==> config.mk <==
export PLATFORM = sky130hd
export DESIGN_NAME = astra_bist_ctrl
export DESIGN_NICKNAME = d
export VERILOG_FILES = /design/src/rtl/astra_bist_ctrl.sv
export SDC_FILE = /design/constraint.sdc
export NUM_CORES = 1
export LEC_CHECK = 0
export BUFFER_PORTS_ARGS = -buffer_cell sky130_fd_sc_hd__buf_2
export CORE_MARGIN = 3
export CORE_UTILIZATION = 50
export CTS_BUF_LIST = sky130_fd_sc_hd__clkbuf_8
export CTS_CLUSTER_SIZE = 10
export DETAILED_ROUTE_END_ITERATION = 16
export GPL_TIMING_DRIVEN = 0
export PLACE_DENSITY = 0.74
export SLEW_MARGIN = 0
export SYNTH_ARGS = -nofsm -noshare
export SYNTH_HDL_FRONTEND = slang
export SYNTH_SLANG_ARGS = --single-unit
==> constraint.sdc <==
create_clock -name in_clk -period 4.2 [get_ports in_clk]
set_clock_uncertainty 0.15 [all_clocks]
set_input_delay 0.21 -clock in_clk [delete_from_list [all_inputs] [get_ports in_clk]]
set_output_delay 0.21 -clock in_clk [all_outputs]
set_load 0.01 [all_outputs]
==> src/rtl/astra_bist_ctrl.sv <==
// March-test BIST sequencer for a small synchronous RAM.
// Runs a six-element transparent march. Every read is summed into a
// signature, and that signature is compared against the fault-free value
// when the run finishes.
//
// state | meaning
// ------+-------------------------------------------------------------
// IDLE  | waiting for start; RAM interface quiet, ADDRESS parked at 0
// INIT  | signature/elem/ADDRESS cleared, RAM read set up
// RD    | read cycle; OUT accumulated into signature at closing edge
// WR    | write back the complement of the value just read
// DONE  | one-cycle done pulse; success evaluated on exit
module astra_bist_ctrl #(
   parameter int ADDR_W = 2,
   parameter int DATA_W = 3,
   parameter int DEPTH  = 2**ADDR_W
) (
   input  logic              in_clk,
   input  logic              reset_n,
   input  logic              start,
   input  logic              abort,
   output logic              busy,
   output logic              done,
   output logic              success,
   output logic [DATA_W-1:0] signature,
   output logic [2:0]        elem,
   output logic [ADDR_W-1:0] ADDRESS,
   output logic [DATA_W-1:0] DATA,
   input  logic [DATA_W-1:0] OUT,
   output logic              CS,
   output logic              WE,
   output logic              OE
);

   typedef enum logic [2:0] {
      IDLE = 3'd0,
      INIT = 3'd1,
      RD   = 3'd2,
      WR   = 3'd3,
      DONE = 3'd4
   } state_t;

   // Sum of all fault-free reads: each word contributes 3*(v + ~v) = -3.
   localparam logic [DATA_W-1:0] SIG_EXP   = DATA_W'(-(3 * DEPTH));
   localparam logic [ADDR_W-1:0] ADDR_LAST = ADDR_W'(DEPTH - 1);

   state_t              state_q, state_d;
   logic                busy_q, busy_d;
   logic                done_q, done_d;
   logic                success_q, success_d;
   logic [DATA_W-1:0]   sig_q, sig_d;
   logic [2:0]          elem_q, elem_d;
   logic [ADDR_W-1:0]   addr_q, addr_d;
   logic [DATA_W-1:0]   data_q, data_d;
   logic                cs_q, cs_d;
   logic                we_q, we_d;
   logic                oe_q, oe_d;

   logic                asc;
   logic                at_last;
   logic [ADDR_W-1:0]   addr_step;
   logic [DATA_W-1:0]   feed;

   // Address walk helpers: M0..M2 ascend, M3..M5 descend; M0 sums the complement.
   always_comb begin
      asc       = (elem_q < 3'd3);
      at_last   = asc ? (addr_q == ADDR_LAST) : (addr_q == '0);
      addr_step = asc ? (addr_q + ADDR_W'(1)) : (addr_q - ADDR_W'(1));
      feed      = (elem_q == 3'd0) ? ~OUT : OUT;
   end

   // Next-state and registered-output computation.
   always_comb begin
      state_d   = state_q;
      busy_d    = busy_q;
      done_d    = 1'b0;
      success_d = success_q;
      sig_d     = sig_q;
      elem_d    = elem_q;
      addr_d    = addr_q;
      data_d    = '0;
      cs_d      = 1'b0;
      we_d      = 1'b0;
      oe_d      = 1'b0;

      case (state_q)
         IDLE: begin
            addr_d = '0;
            busy_d = 1'b0;
            if (start) begin
               state_d   = INIT;
               busy_d    = 1'b1;
               success_d = 1'b0;
               sig_d     = '0;
               elem_d    = 3'd0;
            end
         end
         INIT: begin
            state_d = RD;
            cs_d    = 1'b1;
            oe_d    = 1'b1;
         end
         RD, WR: begin
            if (state_q == RD) begin
               sig_d = sig_q + feed;
            end
            if (state_q == RD && elem_q != 3'd0 && elem_q != 3'd5) begin
               // Same address is written next with the complement of this read.
               state_d = WR;
               cs_d    = 1'b1;
               we_d    = 1'b1;
               data_d  = ~OUT;
            end else if (at_last && elem_q == 3'd5) begin
               state_d = DONE;
               done_d  = 1'b1;
               addr_d  = '0;
            end else begin
               state_d = RD;
               cs_d    = 1'b1;
               oe_d    = 1'b1;
               if (at_last) begin
                  elem_d = elem_q + 3'd1;
                  addr_d = (elem_q < 3'd2) ? '0 : ADDR_LAST;
               end else begin
                  addr_d = addr_step;
               end
            end
         end
         DONE: begin
            state_d   = IDLE;
            busy_d    = 1'b0;
            addr_d    = '0;
            success_d = (sig_q == SIG_EXP);
         end
         default: begin
            state_d = IDLE;
            busy_d  = 1'b0;
            addr_d  = '0;
         end
      endcase

      // Abort wins over everything, including the final read of M5.
      if (abort && state_q != IDLE) begin
         state_d   = IDLE;
         busy_d    = 1'b0;
         done_d    = 1'b0;
         success_d = 1'b0;
         sig_d     = sig_q;
         elem_d    = elem_q;
         addr_d    = '0;
         data_d    = '0;
         cs_d      = 1'b0;
         we_d      = 1'b0;
         oe_d      = 1'b0;
      end
   end

   // State and output registers with asynchronous active-low reset.
   always_ff @(posedge in_clk or negedge reset_n) begin
      if (!reset_n) begin
         state_q   <= IDLE;
         busy_q    <= 1'b0;
         done_q    <= 1'b0;
         success_q <= 1'b0;
         sig_q     <= '0;
         elem_q    <= 3'd0;
         addr_q    <= '0;
         data_q    <= '0;
         cs_q      <= 1'b0;
         we_q      <= 1'b0;
         oe_q      <= 1'b0;
      end else begin
         state_q   <= state_d;
         busy_q    <= busy_d;
         done_q    <= done_d;
         success_q <= success_d;
         sig_q     <= sig_d;
         elem_q    <= elem_d;
         addr_q    <= addr_d;
         data_q    <= data_d;
         cs_q      <= cs_d;
         we_q      <= we_d;
         oe_q      <= oe_d;
      end
   end

   assign busy      = busy_q;
   assign done      = done_q;
   assign success   = success_q;
   assign signature = sig_q;
   assign elem      = elem_q;
   assign ADDRESS   = addr_q;
   assign DATA      = data_q;
   assign CS        = cs_q;
   assign WE        = we_q;
   assign OE        = oe_q;

endmodule

**Word level (Yosys, flattened, before mapping)**

Index checks and enable logic that the tools add are counted.

- Output and inout bits: 17
- Register bits after elaboration: 20
- Logic and storage cells: 97
- Input bits: 7

- $add $sub $neg: 4
- Bitwise logic cells: 2
- Multiplexer cells: 44
- Equality and inequality tests: 17
- Magnitude comparators: 2
- Reduce and logical (&&, ||, !) cells: 17

Operator list:

| cell | number |
|---|---|
| $mux W3 | 13 |
| $mux W1 | 17 |
| $mux W2 | 6 |
| $ne A2 B2 Y1 const B | 6 |
| $pmux W3 S2 | 2 |
| $eq A3 B3 Y1 const B | 3 |
| $ne A3 B3 Y1 const B | 3 |
| $pmux W3 S3 | 1 |
| $reduce_bool A3 Y1 | 3 |
| $pmux W1 S2 | 4 |
| $eq A3 B2 Y1 const B | 2 |
| $logic_not A3 Y1 | 2 |
| $lt A3 B2 Y1 const B | 2 |
| $reduce_and A6 Y1 | 1 |
| $logic_and A1 B1 Y1 | 4 |
| $pmux W2 S2 | 1 |
| $reduce_and A2 Y1 | 2 |
| $reduce_and A4 Y1 | 1 |
| $add A3 B1 Y3 const B | 1 |
| $add A3 B3 Y3 | 1 |
| $eq A3 B1 Y1 const B | 1 |
| $not A3 Y3 | 1 |
| $reduce_or A3 Y1 | 1 |
| $add A2 B1 Y2 const B | 1 |
| other kinds (7) | 7 |

**Longest topological paths before layout**

- Depth after elaboration: 7
- Gate-level depth with buffers: 11
- Mapped depth without buffers: 11

**Least setup slack after synthesis**

OpenSTA, ideal clock, no wires.

- Path type: reg2reg
- Start: reg elem_q[0], in the netlist elem[0]
- End: reg sig_q[2], in the netlist signature[2]
- Stages on the path, launching flop included: 12
- Arrival: 2.170 ns
- Setup time: 0.129 ns
- Required time: 3.921 ns
- Setup slack: 1.752 ns
- Clock period less this slack: 2.448 ns
- Buffers on the path: 0
- Cells stage by stage: dfrtp_1 -> inv_1 -> ha_1 -> nor2b_1 -> xor2_1 -> ha_1 -> inv_1 -> fa_1 -> xnor2_1 -> xnor2_1 -> a21oi_1 -> o22ai_1

- Word-level cells in the longest chain between the ends: 5

RTL lines:

| what | line | source |
|---|---|---|
| start, declared | 52 | `logic [2:0] elem_q, elem_d;` |
| start signal, assigned | 178 | `elem_q <= elem_d;` |
| $logic_not A3 Y1 | 69 | `feed = (elem_q == 3'd0) ? ~OUT : OUT;` |
| $mux W3 | 69 |  |
| $add A3 B3 Y3 | 105 | `sig_d = sig_q + feed;` |
| $mux W3 | 104 | `if (state_q == RD) begin` |
| $pmux W3 S2 | 86 | `case (state_q)` |
| end signal, assigned | 177 | `sig_q <= sig_d;` |
| end, declared | 51 | `logic [DATA_W-1:0] sig_q, sig_d;` |

Every way passes these cells. The select of a mux whose other input is x is not followed.
A chain may end at the register's enable or synchronous reset.

**Worst setup path after layout**

Ends and elaborated chain as after synthesis.

==> run summary <==
The start-to-end type of the worst setup path is reg2reg. The number of remaining DRC errors came out at 0. The most common cell in the synthesized netlist is dfrtp_1. The chip width came out at 53.04 µm.

The total routing resource utilization after global routing is 19.59%. The post-synthesis cell type count is 40. The aggregate global routing overflow is 0. The post-route minimum period came out at 2634 ps. The clock-pin slew on the worst setup and hold paths is 70 ps. The critical path required time is 4230 ps. The number of antenna repair diodes is 0.

24 I/O pins were placed. The routed length per placed instance came out at 13.71 µm. The number of nets with antenna violations after routing came out at 0. The run finished with clean final reports. The data arrival time of the critical path is 2670 ps. The synthesized netlist devotes 15.72% of its cell area to compound gates.

The maximum vdd drop came out at 0.3520 mV. The number of buffers and inverters on the critical path is 2. The slowest stage of the critical path is the dfrtp_1 cell. The core footprint came out at 2022 µm². Among cell families on the critical path, the largest total delay comes from adder cells.

The parity-gate share of the synthesized area counting xor and xnor cells is 3.167%. By area, the combinational part of the netlist is dominated by simple AND/OR/NAND/NOR gates. The number of port buffers is 22. The wire length of the first global-routing pass came out at 3.919 mm. The effective utilization at floorplan came out at 54.70%. The number of nets in the synthesized netlist is 123. The number of placed instances, taps included is 160. The via count of the first global-routing pass came out at 908.

The first routing iteration left 9 violations. Summed over all nets, wire length on met3 after detailed routing comes to 83 µm. The design area is 1331 µm². The gate count of the mapped netlist came out at 111. STA classifies the critical path startpoint as a register. Of all flip-flops after synthesis, the portion carrying an async set or reset was 100.0%. The maximum single-stage delay on the critical path is 460 ps.

The kind of capture point of the worst setup path is a register. For the pin with the worst max-slew slack, the measured transition is 444.7 ps. The post-synthesis instance area came out at 1106 µm². The worst relative slew slack came out at 70.36%. The post-synthesis cell type with the largest combined area is dfrtp_1. The final cell count without fillers came out at 167. The simple logic cell fraction of the synthesized area is 22.85%. The most used flip-flop cell after synthesis is dfrtp_1. The number of nets in the layout is 154.

The final weighted congestion in routability-driven placement came out at 0.7701. Buffers inserted during clock tree synthesis total 3. The sum of internal, switching and leakage power is 0.0005410 W. Fill cells in the final layout number 172. The initial antenna violation count is 0. Setup repair after global routing left no endpoint under its margin. The die area came out at 2813 µm². The wire length on met1 is 1.075 mm. The met2 routed wirelength came out at 1.089 mm. The final setup violation count came out at 0.

The insertion delay of the later-clocked pin in the worst-skew pair is 260 ps. Each instance of the synthesized netlist takes up on average 9.965 µm². The final hold violation count came out at 0. The final sum of negative setup slack is 0 ps. Of the post-synthesis cell area, the dominant cell type holds 45.25%.

The number of standard-cell rows in the floorplan came out at 16. The post-route netlist has 25.00% of its cells at a drive strength greater than 1. The worst hold-check path type is in2reg. The total leakage power is 0.6461 nW. Entering global routing, the biggest net connects 21 pins. Buffers added to address setup during post-CTS repair amount to 0.

The total of flip-flops plus latches after synthesis came out at 20. The growth of design area from synthesis to finish came out at 20.36%. The first detailed-routing pass took 4 iterations. Summing all placed instances gives a cell area of 1250 µm². Yosys attributes the largest share of cell area to dfrtp_1, ha_1, nor2_1. Counting flops with a built-in enable in the synthesized netlist gives 0. The detailed router used layers up to and including met4.

The maximum clock rate is 379.6 MHz. TritonCTS built the clock tree. After synthesis, flip-flops and latches occupy 45.25% of the total area.

In this run the worst path has a maximum fanout of 7. In this run the number of H-tree levels came out at 1. The total count of max-transition violations in the final report was 0. The number of synthesis warnings came out at 0. The TritonCTS sink count came out at 20. The mux share of post-synthesis cell area is 2.036%. The post-detailed-route via-to-cell ratio came out at 5.431. After layout, the worst path uses 62.73% of the clock period. The count of max-cap constraint violations came out at 0. The final wirelength is 2.289 mm. Across all layers, the routed design uses 907 vias. The signal on the critical path passes through inv_1 > ha_1 > nor2b_1 > xor2_1 > ha_1 > inv_1 > fa_1 > xnor2_1 > xnor2_1 > a21oi_1 > o22ai_1. The adder-cell share of the synthesized area came out at 6.335%. The post-DP HPWL came out at 1.655 mm. The commonest cells after synthesis are dfrtp_1, nor2_1, inv_1, nand2_1, nand3_1. The power density of the placed cells came out at 406.4 nW/µm². The height of the chip came out at 53.04 µm. The tree is rooted in a clkbuf_8. The maximum count of clock buffers along a single path is 2.
-- worst paths after layout --
| path | start | slack [ps] | cells past startpoint | to |
|---|---|---|---|---|
| max reg2reg | elem[0]$_DFFE_PN0P_ | 1570 | 11 | signature[2]$_DFFE_PN0P_ |
| max | elem[0]$_DFFE_PN0P_ | 1570 | 11 | signature[2]$_DFFE_PN0P_ |
| min in group asynchronous | reset_n | 270 | 2 | signature[0]$_DFFE_PN0P_ |
| min reg2reg | success$_DFFE_PN0P_ | 360 | 2 | success$_DFFE_PN0P_ |
| min | start | 120 | 3 | busy$_DFFE_PN0P_ |
| max in group asynchronous | reset_n | 3320 | 2 | DATA[1]$_DFF_PN0_ |
-- cell families after synthesis --
logic type | count (synthesis)
simple gates | 45
xor+xnor | 4
flops | 20
fa+ha+maj | 5
buf+inv | 12
compound gates | 23
mux | 2
-- through the flow --
stage / hold slack (ps) / setup WS [ps] / util, %
2_1_floorplan: -235.6 / 1752 / -
3_3_place_gp: 22.94 / 1618 / 61.82
3_5_place_dp: 31.55 / 1588 / 61.82
4_1_cts: 113.0 / 1569 / 65.84
5_1_grt: 130.7 / 1307 / 65.84
6_report: 115.6 / 1566 / 65.84
-- cells in the final DEF, fill, tap and decap left out, types with 2 or more instances in the layout --
cell type,count
o211ai_1,2
nor2b_1,2
ha_1,4
nor4_1,4
o31ai_1,2
xnor2_1,3
clkbuf_8,3
a21oi_1,2
inv_1,9
o21ai_0,5
mux2_2,2
nor2_1,13
nand3b_1,2
dlygate4sd3_1,4
a21o_1,2
buf_2,23
nand3_1,6
nand2_1,9
dfrtp_1,20
-- area by class of cell --
type                    instances  area (µm²)  share of cell area (%)
multi-input cells              79       554.3                   41.64
well taps                      27       33.78                   2.538
plain buffers                   3       17.52                   1.316
repair buffers                 26       150.1                   11.28
inverters                       9       33.78                   2.538
clock buffers                   3       41.29                   3.101
flip-flops and latches         20       500.5                   37.59
-- what timing repair did --
item                      in CTS  in global routing
gates resized for setup        0                  0
hold buffers                   4                  0
hold endpoints to repair      23                  0
-- report_power, final --
group          internal, W  switching (W)  leakage (nW)
clock            0.0000640      0.0000617        0.0216
combinational    0.0000758      0.0000936         0.353
sequential        0.000220      0.0000258         0.272
total             0.000360       0.000181         0.646
-- worst min-delay path: stages --
cell	delay, ps
buf_2	110
a21oi_1	60
nor2_1	90
-- routing by layer --
| layer | up-vias | GRT usage, % |
|---|---|---|
| li1 | 452 | - |
| met1 | 435 | 23.48 |
| met2 | 15 | 32.44 |
| met3 | 5 | 5.070 |
| met4 | 0 | 9.362 |
| met5 | - | 0 |
-- state kept, by name (all words and copies together), names as in the netlist, 2 cells and up --
register / cells
DATA: 3
state_q: 3
ADDRESS: 2
elem: 3
signature: 3
Note: power is estimated with default switching activity, not from simulation.
